### config.mk
export PLATFORM = sky130hd
export DESIGN_NAME = op_arb
export DESIGN_NICKNAME = d
export VERILOG_FILES = /design/src/rtl/op_arb.sv
export SDC_FILE = /design/constraint.sdc
export NUM_CORES = 1
export LEC_CHECK = 0
export BUFFER_PORTS_ARGS = -buffer_cell sky130_fd_sc_hd__buf_4
export CAP_MARGIN = 5
export CORE_MARGIN = 3
export CORE_UTILIZATION = 25
export CTS_BUF_LIST = sky130_fd_sc_hd__clkbuf_16
export DETAILED_ROUTE_END_ITERATION = 16
export PLACE_DENSITY = 0.43
export SETUP_SLACK_MARGIN = 0.05
export SYNTH_ARGS = -nofsm -noshare
export SYNTH_HDL_FRONTEND = slang
export SYNTH_SLANG_ARGS = --single-unit
export TNS_END_PERCENT = 20
### constraint.sdc
create_clock -name clk -period 6.2 [get_ports clk]
set_clock_uncertainty 0.1 [all_clocks]
set_input_delay 0.93 -clock clk [delete_from_list [all_inputs] [get_ports clk]]
set_output_delay 0.93 -clock clk [all_outputs]
set_load 0.1 [all_outputs]
### src/rtl/op_arb.sv
// Round-robin arbiter draining per-channel op FIFOs into a decoder, one grant per two cycles.
// Optional build macro OP_ARB_ID_FILTER_EN: drop ops whose op id [7:0] is zero at FIFO write.
//
// state | meaning
// IDLE  | all FIFOs empty, outputs hold last grant
// GRANT | valid_out high, winner head presented, winner popped at end of cycle
// HOLD  | op_out/idx_out held for the decoder's delayed sample, valid_out low
module op_arb #(
   parameter int NUM_SW_INST = 5,
   parameter int OP_WIDTH    = 32,
   parameter int FIFO_DEPTH  = 4
) (
   input  logic                                   clk,
   input  logic                                   rst_n,
   input  logic [NUM_SW_INST-1:0]                 in_valid,
   input  logic [NUM_SW_INST-1:0][OP_WIDTH-1:0]   in_op,
   output logic [NUM_SW_INST-1:0]                 in_ready,
   output logic [OP_WIDTH-1:0]                    op_out,
   output logic [(NUM_SW_INST>>1):0]              idx_out,
   output logic                                   valid_out,
   output logic [NUM_SW_INST-1:0]                 fifo_empty
);

   localparam int IDX_W = (NUM_SW_INST >> 1) + 1;
   localparam int PTR_W = $clog2(FIFO_DEPTH);
   localparam int CNT_W = PTR_W + 1;

   typedef enum logic [1:0] {ST_IDLE, ST_GRANT, ST_HOLD} state_t;

   state_t                state_q, state_d;
   logic [IDX_W-1:0]      rr_q, rr_d;
   logic [IDX_W-1:0]      idx_q, idx_d;
   logic [OP_WIDTH-1:0]   op_q, op_d;
   logic                  valid_q, valid_d;

   logic [NUM_SW_INST-1:0] ne_w;
   logic [NUM_SW_INST-1:0] ready_w;
   logic [OP_WIDTH-1:0]    head_w [NUM_SW_INST];
   logic [NUM_SW_INST-1:0] rot;
   logic [IDX_W-1:0]       sel;
   logic [OP_WIDTH-1:0]    head_sel;
   logic                   found;
   int                     c;

   for (genvar g = 0; g < NUM_SW_INST; g++) begin : g_ch
      logic [OP_WIDTH-1:0] mem_q [FIFO_DEPTH];
      logic [PTR_W-1:0]    wr_ptr_q, rd_ptr_q;
      logic [CNT_W-1:0]    cnt_q;
      logic                store, pop;

      assign ready_w[g] = (cnt_q != CNT_W'(FIFO_DEPTH));
      assign ne_w[g]    = (cnt_q != '0);
`ifdef OP_ARB_ID_FILTER_EN
      assign store = in_valid[g] && ready_w[g] && (in_op[g][7:0] != 8'h00);
`else
      assign store = in_valid[g] && ready_w[g];
`endif
      // idx_q always names the winner while in GRANT
      assign pop       = (state_q == ST_GRANT) && (idx_q == IDX_W'(g));
      assign head_w[g] = mem_q[rd_ptr_q];

      always_ff @(posedge clk) begin
         if (store) mem_q[wr_ptr_q] <= in_op[g];
      end

      always_ff @(posedge clk or negedge rst_n) begin
         if (!rst_n) begin
            wr_ptr_q <= '0;
            rd_ptr_q <= '0;
            cnt_q    <= '0;
         end else begin
            if (store) wr_ptr_q <= wr_ptr_q + PTR_W'(1);
            if (pop)   rd_ptr_q <= rd_ptr_q + PTR_W'(1);
            if (store && !pop)      cnt_q <= cnt_q + CNT_W'(1);
            else if (!store && pop) cnt_q <= cnt_q - CNT_W'(1);
         end
      end
   end

   // Round-robin pick: rotate the non-empty vector so bit 0 is the search start
   always_comb begin
      rot      = NUM_SW_INST'({ne_w, ne_w} >> rr_q);
      found    = 1'b0;
      sel      = '0;
      c        = 0;
      head_sel = '0;
      for (int k = 0; k < NUM_SW_INST; k++) begin
         if (!found && rot[k]) begin
            found = 1'b1;
            c     = int'(rr_q) + k;
            if (c >= NUM_SW_INST) c = c - NUM_SW_INST;
            sel   = IDX_W'(c);
         end
      end
      for (int k = 0; k < NUM_SW_INST; k++) begin
         if (sel == IDX_W'(k)) head_sel = head_w[k];
      end
   end

   always_ff @(posedge clk or negedge rst_n) begin
      if (!rst_n) begin
         state_q <= ST_IDLE;
         rr_q    <= '0;
         idx_q   <= '0;
         op_q    <= '0;
         valid_q <= 1'b0;
      end else begin
         state_q <= state_d;
         rr_q    <= rr_d;
         idx_q   <= idx_d;
         op_q    <= op_d;
         valid_q <= valid_d;
      end
   end

   always_comb begin
      state_d = state_q;
      case (state_q)
         ST_IDLE:  if (|ne_w) state_d = ST_GRANT;
         ST_GRANT: state_d = ST_HOLD;
         ST_HOLD:  state_d = (|ne_w) ? ST_GRANT : ST_IDLE;
         default:  state_d = ST_IDLE;
      endcase
   end

   // Outputs are loaded on entry to GRANT so they appear registered during GRANT
   always_comb begin
      valid_d = (state_d == ST_GRANT);
      op_d    = op_q;
      idx_d   = idx_q;
      rr_d    = rr_q;
      if (valid_d) begin
         op_d  = head_sel;
         idx_d = sel;
         rr_d  = (sel == IDX_W'(NUM_SW_INST - 1)) ? '0 : sel + IDX_W'(1);
      end
   end

   assign in_ready   = ready_w;
   assign fifo_empty = ~ne_w;
   assign op_out     = op_q;
   assign idx_out    = idx_q;
   assign valid_out  = valid_q;

endmodule

# [Word level (Yosys, flattened, before mapping)]
# Memory sizes are Yosys's and may differ from the RTL's.
# Index checks and enable logic that the tools add are counted.
[totals] mem_count=5 reg_bits=76 elab_cells=173 in_bits=167 mem_bits_rw=640
[memory_table] memory="g_ch[0].mem_q" depth=4 width=32 rd=1 rd_ports_with_merged_regs=0 write_ports=1 line="46" text="logic [OP_WIDTH-1:0] mem_q [FIFO_DEPTH];"
[memory_table] memory="g_ch[1].mem_q" depth=4 width=32 rd=1 rd_ports_with_merged_regs=0 write_ports=1 line="46"
[memory_table] memory="g_ch[2].mem_q" depth=4 width=32 rd=1 rd_ports_with_merged_regs=0 write_ports=1 line="46"
[memory_table] memory="g_ch[3].mem_q" depth=4 width=32 rd=1 rd_ports_with_merged_regs=0 write_ports=1 line="46"
[memory_table] memory="g_ch[4].mem_q" depth=4 width=32 rd=1 rd_ports_with_merged_regs=0 write_ports=1 line="46"
[classes] shift=1 add_sub_neg=30 n_reduce_logical=52 muxes=43 order_cmp=5 n_bitwise=1 eq_ne=16
[op_table] cell="2-to-1 mux 32 bit" n=5
[op_table] cell="2-to-1 mux 3 bit" n=21
[op_table] cell="logical AND 1 bit" n=24
[op_table] cell="adder 2 x 1 -> 2 bit (second input constant)" n=10
[op_table] cell="adder 3 x 1 -> 3 bit (second input constant)" n=6
[op_table] cell="greater-or-equal comparator 4 x 3 -> 1 bit (second input constant)" n=4
[op_table] cell="2-to-1 mux 1 bit" n=15
[op_table] cell="inequality test 3 bit (second input constant)" n=5
[op_table] cell="nonzero test 3 bit" n=5
[op_table] cell="subtractor 3 x 1 -> 3 bit (second input constant)" n=5
[op_table] cell="subtractor 3 bit (second input constant)" n=5
[op_table] cell="logical NOT 1 bit" n=14
[op_table] cell="== test 3 x 2 -> 1 bit (second input constant)" n=4
[op_table] cell="nonzero test 2 bit" n=5
[op_table] cell=">> shifter 10 x 3 -> 5 bit" n=1
[op_table] cell="adder 3 x 2 -> 4 bit (second input constant)" n=2
[op_table] cell="== test 3 x 1 -> 1 bit (second input constant)" n=2
[op_table] cell="== test 3 bit (second input constant)" n=2
[op_table] cell="logical NOT 3 bit" n=2
[op_table] cell="case mux 2 bit (3 select lines)" n=1
[op_table] cell="inverter 5 bit" n=1
[op_table] cell="OR reduction 5 bit" n=1
[op_table] cell="adder 3 x 1 -> 4 bit (second input constant)" n=1
[op_table] cell="adder 3 x 3 -> 4 bit (second input constant)" n=1
[op_table] cell="other kinds (5)" n=6

# [Logic depth before layout (Yosys ltp)]
[depth] ltp_word=21 ltp_mapped=19 depth_no_buf=16

# [Least setup slack after synthesis]
# OpenSTA, ideal clock, no wires.
[synth_timing] kind="register -> register" start="register g_ch[1].cnt_q[1]" end="register op_q[21], in the netlist op_out[21]" t_arrival_ns=4.694 path_buffers=1 setup_slack_ns=1.280 required_ns=5.974 setup_time_ns=0.126 synth_period_minus_slack_ns=4.920 stages_incl_launch_ff=15 cell_sequence="dfrtp_1 -> or3_1 -> inv_1 -> a221oi_1 -> or3_1 -> a21o_2 -> nor3b_1 -> nor3_1 -> o2bb2ai_1 -> ha_1 -> ha_1 -> inv_1 -> dlygate4sd3_1 -> o221a_2 -> a221o_1"
[synth_between] elab_chain_cells=21 elab_cells_between_ends=34 cone_classes="5 x eq/ne; 1 x shift; 17 x mux; 11 x reduce/logical"
[synth_lines] element="from (decl)" line="48" text="logic [CNT_W-1:0] cnt_q;"
[synth_lines] element="from (signal assigned)" line="74" text="if (store && !pop) cnt_q <= cnt_q + CNT_W'(1);"
[synth_lines] element="from (signal assigned)" line="75" text="else if (!store && pop) cnt_q <= cnt_q - CNT_W'(1);"
[synth_lines] element="nonzero test 3 bit *" line="52" text="assign ne_w[g] = (cnt_q != '0);"
[synth_lines] element=">> shifter 10 x 3 -> 5 bit *" line="82" text="rot = NUM_SW_INST'({ne_w, ne_w} >> rr_q);"
[synth_lines] element="2-to-1 mux 1 bit" line="88" text="if (!found && rot[k]) begin"
[synth_lines] element="logical NOT 1 bit" line="88"
[synth_lines] element="logical AND 1 bit" line="88"
[synth_lines] element="2-to-1 mux 1 bit" line="88"
[synth_lines] element="logical NOT 1 bit" line="88"
[synth_lines] element="logical AND 1 bit" line="88"
[synth_lines] element="(+3 left out)"
[synth_lines] element="2-to-1 mux 1 bit" line="88"
[synth_lines] element="logical NOT 1 bit" line="88"
[synth_lines] element="logical AND 1 bit" line="88"
[synth_lines] element="2-to-1 mux 3 bit *" line="88"
[synth_lines] element="net sel[0]" line="40" text="logic [IDX_W-1:0] sel;"
[synth_lines] element="logical NOT 3 bit" line="96" text="if (sel == IDX_W'(k)) head_sel = head_w[k];"
[synth_lines] element="2-to-1 mux 32 bit (4 in series)" line="96"
[synth_lines] element="2-to-1 mux 32 bit *" line="96"
[synth_lines] element="to (signal assigned)" line="111" text="op_q <= op_d;"
[synth_lines] element="to (decl)" line="33" text="logic [OP_WIDTH-1:0] op_q, op_d;"
# Mark *: on every way through the listed nets, which the timed path passes. The rest lies on a longest branch.
# A chain may end at the register's enable or synchronous reset.

# [Final worst setup path]
[layout_timing] start="register rr_q[1]" end="register op_q[3], in the netlist op_out[3]"
[layout_between] elab_chain_cells=20 elab_cells_between_ends=47 cone_classes="9 x add/sub; 5 x order compare; 4 x eq/ne; 1 x shift; 19 x mux; 9 x reduce/logical"
[layout_lines] element="from (decl)" line="31" text="logic [IDX_W-1:0] rr_q, rr_d;"
[layout_lines] element="from (signal assigned)" line="109" text="rr_q <= rr_d;"
[layout_lines] element="branches (longest 13 deep; another with adder 3 x 1 -> 4 bit)"
[layout_lines] element="2-to-1 mux 3 bit *" line="88"
[layout_lines] element="net sel[1]" line="40"
[layout_lines] element="logical NOT 3 bit" line="96"
[layout_lines] element="2-to-1 mux 32 bit (4 in series)" line="96"
[layout_lines] element="2-to-1 mux 32 bit *" line="96"
# Mark *: on every way through the listed nets, which the timed path passes.

==> Flow_metrics.wiki <==
{| class="wikitable"
! Metric !! Value
|-
| Post-detailed-route DRC marker count || 0
|-
| Die extent in y || 346 um
|-
| I/O pin count || 213
|-
| Clock tree from TritonCTS || built
|-
| Via density per instance || 4.51
|-
| Critical path type || flip-flop to flip-flop
|-
| Most frequent cells in the layout || edfxtp_1 (640), buf_4 (239), mux4_2 (162)
|-
| Layout area overhead || 20.3%
|-
| Die ar. || 0.119 mm^2
|-
| Source-to-sink clock delay at the later pin of the worst-skew pair || 0.64 ns
|-
| CP endpoint kind || flip-flop
|-
| Total Routed Length || 80,300 um
|-
| Pleak || 11.8 nW
|-
| Antenna violations before repair || 37
|-
| Top post-synthesis cells by area || edfxtp_1 (67%), mux4_2 (13%), dfrtp_1 (6.6%), ha_1 (1.6%), o221a_2 (1.2%)
|-
| Synth cell types || 79
|-
| # hold bufs at CTS || 0
|-
| Unrepaired setup endpoints after global routing || false
|-
| Iteration-0 DRC Markers || 1,049
|-
| Proportion of layout cells with a drive suffix above 1 || 0.347
|-
| Total via count in the routed design || 14.6k
|-
| Period utilization || 0.845
|-
| Post-synthesis net count || 1,630
|-
| Share of synthesized registers carrying an async set or reset || 0.106
|-
| Largest fanout of any net on the critical path || 32
|-
| Buffers on Ports || 212
|-
| Postcts setup bufs || 0
|-
| PD cells || 554 mW/mm^2
|-
| Clock transition at the register clock pins on the worst setup and hold paths after CTS || 0.06 ns
|-
| Cell count after synthesis || 1,419
|-
| Outcome || finished, final reports clean
|-
| Wire length of the first global-routing pass || 115,000 um
|-
| Max-capacitance violation count || 0
|-
| Setup_tns || 0 ns
|-
| Buffer cell driving the clock tree root || clkbuf_16
|-
| Headroom to the max-slew limit || 0.260
|-
| Clock Sinks || 716
|-
| Setup-violating endpoint count in the final report || 0
|-
| EDFF count, synth || 640
|-
| NumNets Final || 1,865
|-
| Startpoint type of the worst setup path || flip-flop
|-
| Fraction of post-synthesis cell area in the top cell type by area || 0.666
|-
| Syn_area_per_cell || 20.3 um^2
|-
| Effective utilization at floorplan || 0.254
|-
| Proportion of synthesized chip area in sequential cells || 0.732
|-
| Post-DP HPWL || 54,100 um
|-
| Slew at the pin closest to its max-slew limit || 1.11 ns
|-
| Number of register bits inferred by synthesis || 716
|-
| Most used flip-flop cell after synthesis || edfxtp_1
|-
| Area occupied by multi-input gates || 0.00712 mm^2
|-
| Maximum number of pins on one net before global-route repair || 62
|-
| Data arrival time at the worst-slack endpoint || 5.64 ns
|-
| Minimum period implied by the final worst setup slack || 5.24 ns
|-
| Worst Path Required || 6.61 ns
|-
| Routability Congestion || 0.754
|-
| Total standard cell area after synthesis || 0.0288 mm^2
|-
| Final worst setup slack || 0.961 ns
|-
| Maximum number of buffers from clock root to sink || 3
|-
| Rows || 123
|-
| Slew Limit Fails || 0
|-
| WL per Instance || 24.8 um
|-
| Horiz. Die Dim || 346 um
|-
| Area inside the core boundary || 0.113 mm^2
|-
| Achievable clock frequency || 0.191 GHz
|-
| GRT Total Usage || 0.133
|-
| Count of yosys warnings during synthesis || 0
|-
| Number of H-tree levels || 3
|-
| CTS resizes || 0
|-
| Setup WS pre-CTS || 1.00 ns
|-
| Final hold violation count || 0
|-
| Initial DRT Pass Iterations || 7
|-
| Remaining antenna violation count || 0
|-
| Worst vdd ir || 0.621 mV
|-
| Min-Delay Path Class || input pin to asynchronous set/reset pin
|-
| FILL cells || 10.9k
|-
| Reg area || 0.0211 mm^2
|-
| Overflow after GRT || 0
|-
| Via count of the first global-routing pass || 15.3k
|-
| Clock buffer count from CTS || 79
|-
| Most common library cell in the layout ignoring fill and taps || edfxtp_1
|-
| Library cell with the largest summed area after synthesis || edfxtp_1
|}
-- where the power goes --
group	internal, W	total (W)	switching, W
combinational	0.00251	0.00757	0.00506
clock	0.00270	0.00461	0.00191
sequential	0.00644	0.00704	0.000601
-- worst paths after layout --
kind	startpoint	end	slack, ns	depth (start not counted)
max in group asynchronous	rst_n	g_ch[4].rd_ptr_q[0]	4.62	2
min reg2reg	state_q[1]	state_q[1]	0.34	1
min in group clk	state_q[1]	state_q[1]	0.34	1
min	rst_n	valid_out	0.07	1
max reg2reg	rr_q[1]	op_out[3]	0.96	16
max	rr_q[1]	op_out[3]	0.96	16
-- critical path, stage by stage (launching register included) --
cell	delay, ns
dfrtp_1	0.84
inv_1	0.27
ha_1	0.29
ha_1	0.40
o21ai_0	0.11
nand2_1	0.13
nand2_1	0.08
xnor2_1	0.13
a22o_1	0.17
nor3_1	0.43
inv_1	0.14
ha_1	0.23
ha_1	0.22
inv_1	0.13
nand4_4	0.53
o221a_2	0.54
a221o_1	0.33
-- metrics by stage --
stage	std cells	utilization	cell area [um^2]	hold WS [ns]	power [W]
2_1_floorplan	1419	-	28800	0.307	0.0121
3_5_place_dp	3073	0.283	32100	0.327	0.0149
4_1_cts	3220	0.305	34600	0.0347	0.0196
5_1_grt	3224	0.306	34700	0.0584	0.0202
6_report	3239	0.306	34700	0.0726	0.0192
3_3_place_gp	3073	0.283	32100	0.327	0.0149
-- routing by layer --
layer / share of wire / global-route usage
met5: 0.0023 / 0
met3: 0.088 / 0.0527
met1: 0.45 / 0.180
met4: 0.017 / 0.0347
met2: 0.45 / 0.198
-- cell usage after synthesis (all sizes together) (10+ instances only) --
library cell,instances
inv,36
a221oi,33
a221o,33
dfrtp,76
ha,38
and3,53
nor3,10
clkbuf,52
o221a,32
mux4,162
edfxtp,640
xnor2,20
o21ai,43
nor2,26
buf,30
nand2,23
or3,10
xor2,11
-- sequential cells by signal (all words and copies together) (netlist names) --
register       cells
g_ch.mem_q       640
state_q            2
g_ch.rd_ptr_q     10
op_out            32
valid_out          1
rr_q               3
g_ch.cnt_q        15
idx_out            3
g_ch.wr_ptr_q     10
-- final cells by class --
| class | instances | share of cell area |
|---|---|---|
| Antenna cell | 19 | 0.00137 |
| Clock buffer | 82 | 0.0592 |
| Clock inverter | 65 | 0.0154 |
| Inverter | 36 | 0.00390 |
| Multi-Input combinational cell | 582 | 0.205 |
| Sequential cell | 716 | 0.609 |
| Tap cell | 1500 | 0.0541 |
| Timing Repair Buffer | 239 | 0.0517 |
-- kinds of logic (layout without fill, tap and decap cells) --
family	count (synthesis)	after routing	synth area share
flops	716	716	0.732
compound gates	179	179	0.0545
mux	170	170	0.130
simple gates	158	158	0.0323
buf+inv	121	422	0.0212
fa+ha+maj	44	44	0.0207
xor+xnor	31	31	0.00942
other cells	0	19	0
Note: power is estimated with default switching activity, not from simulation.
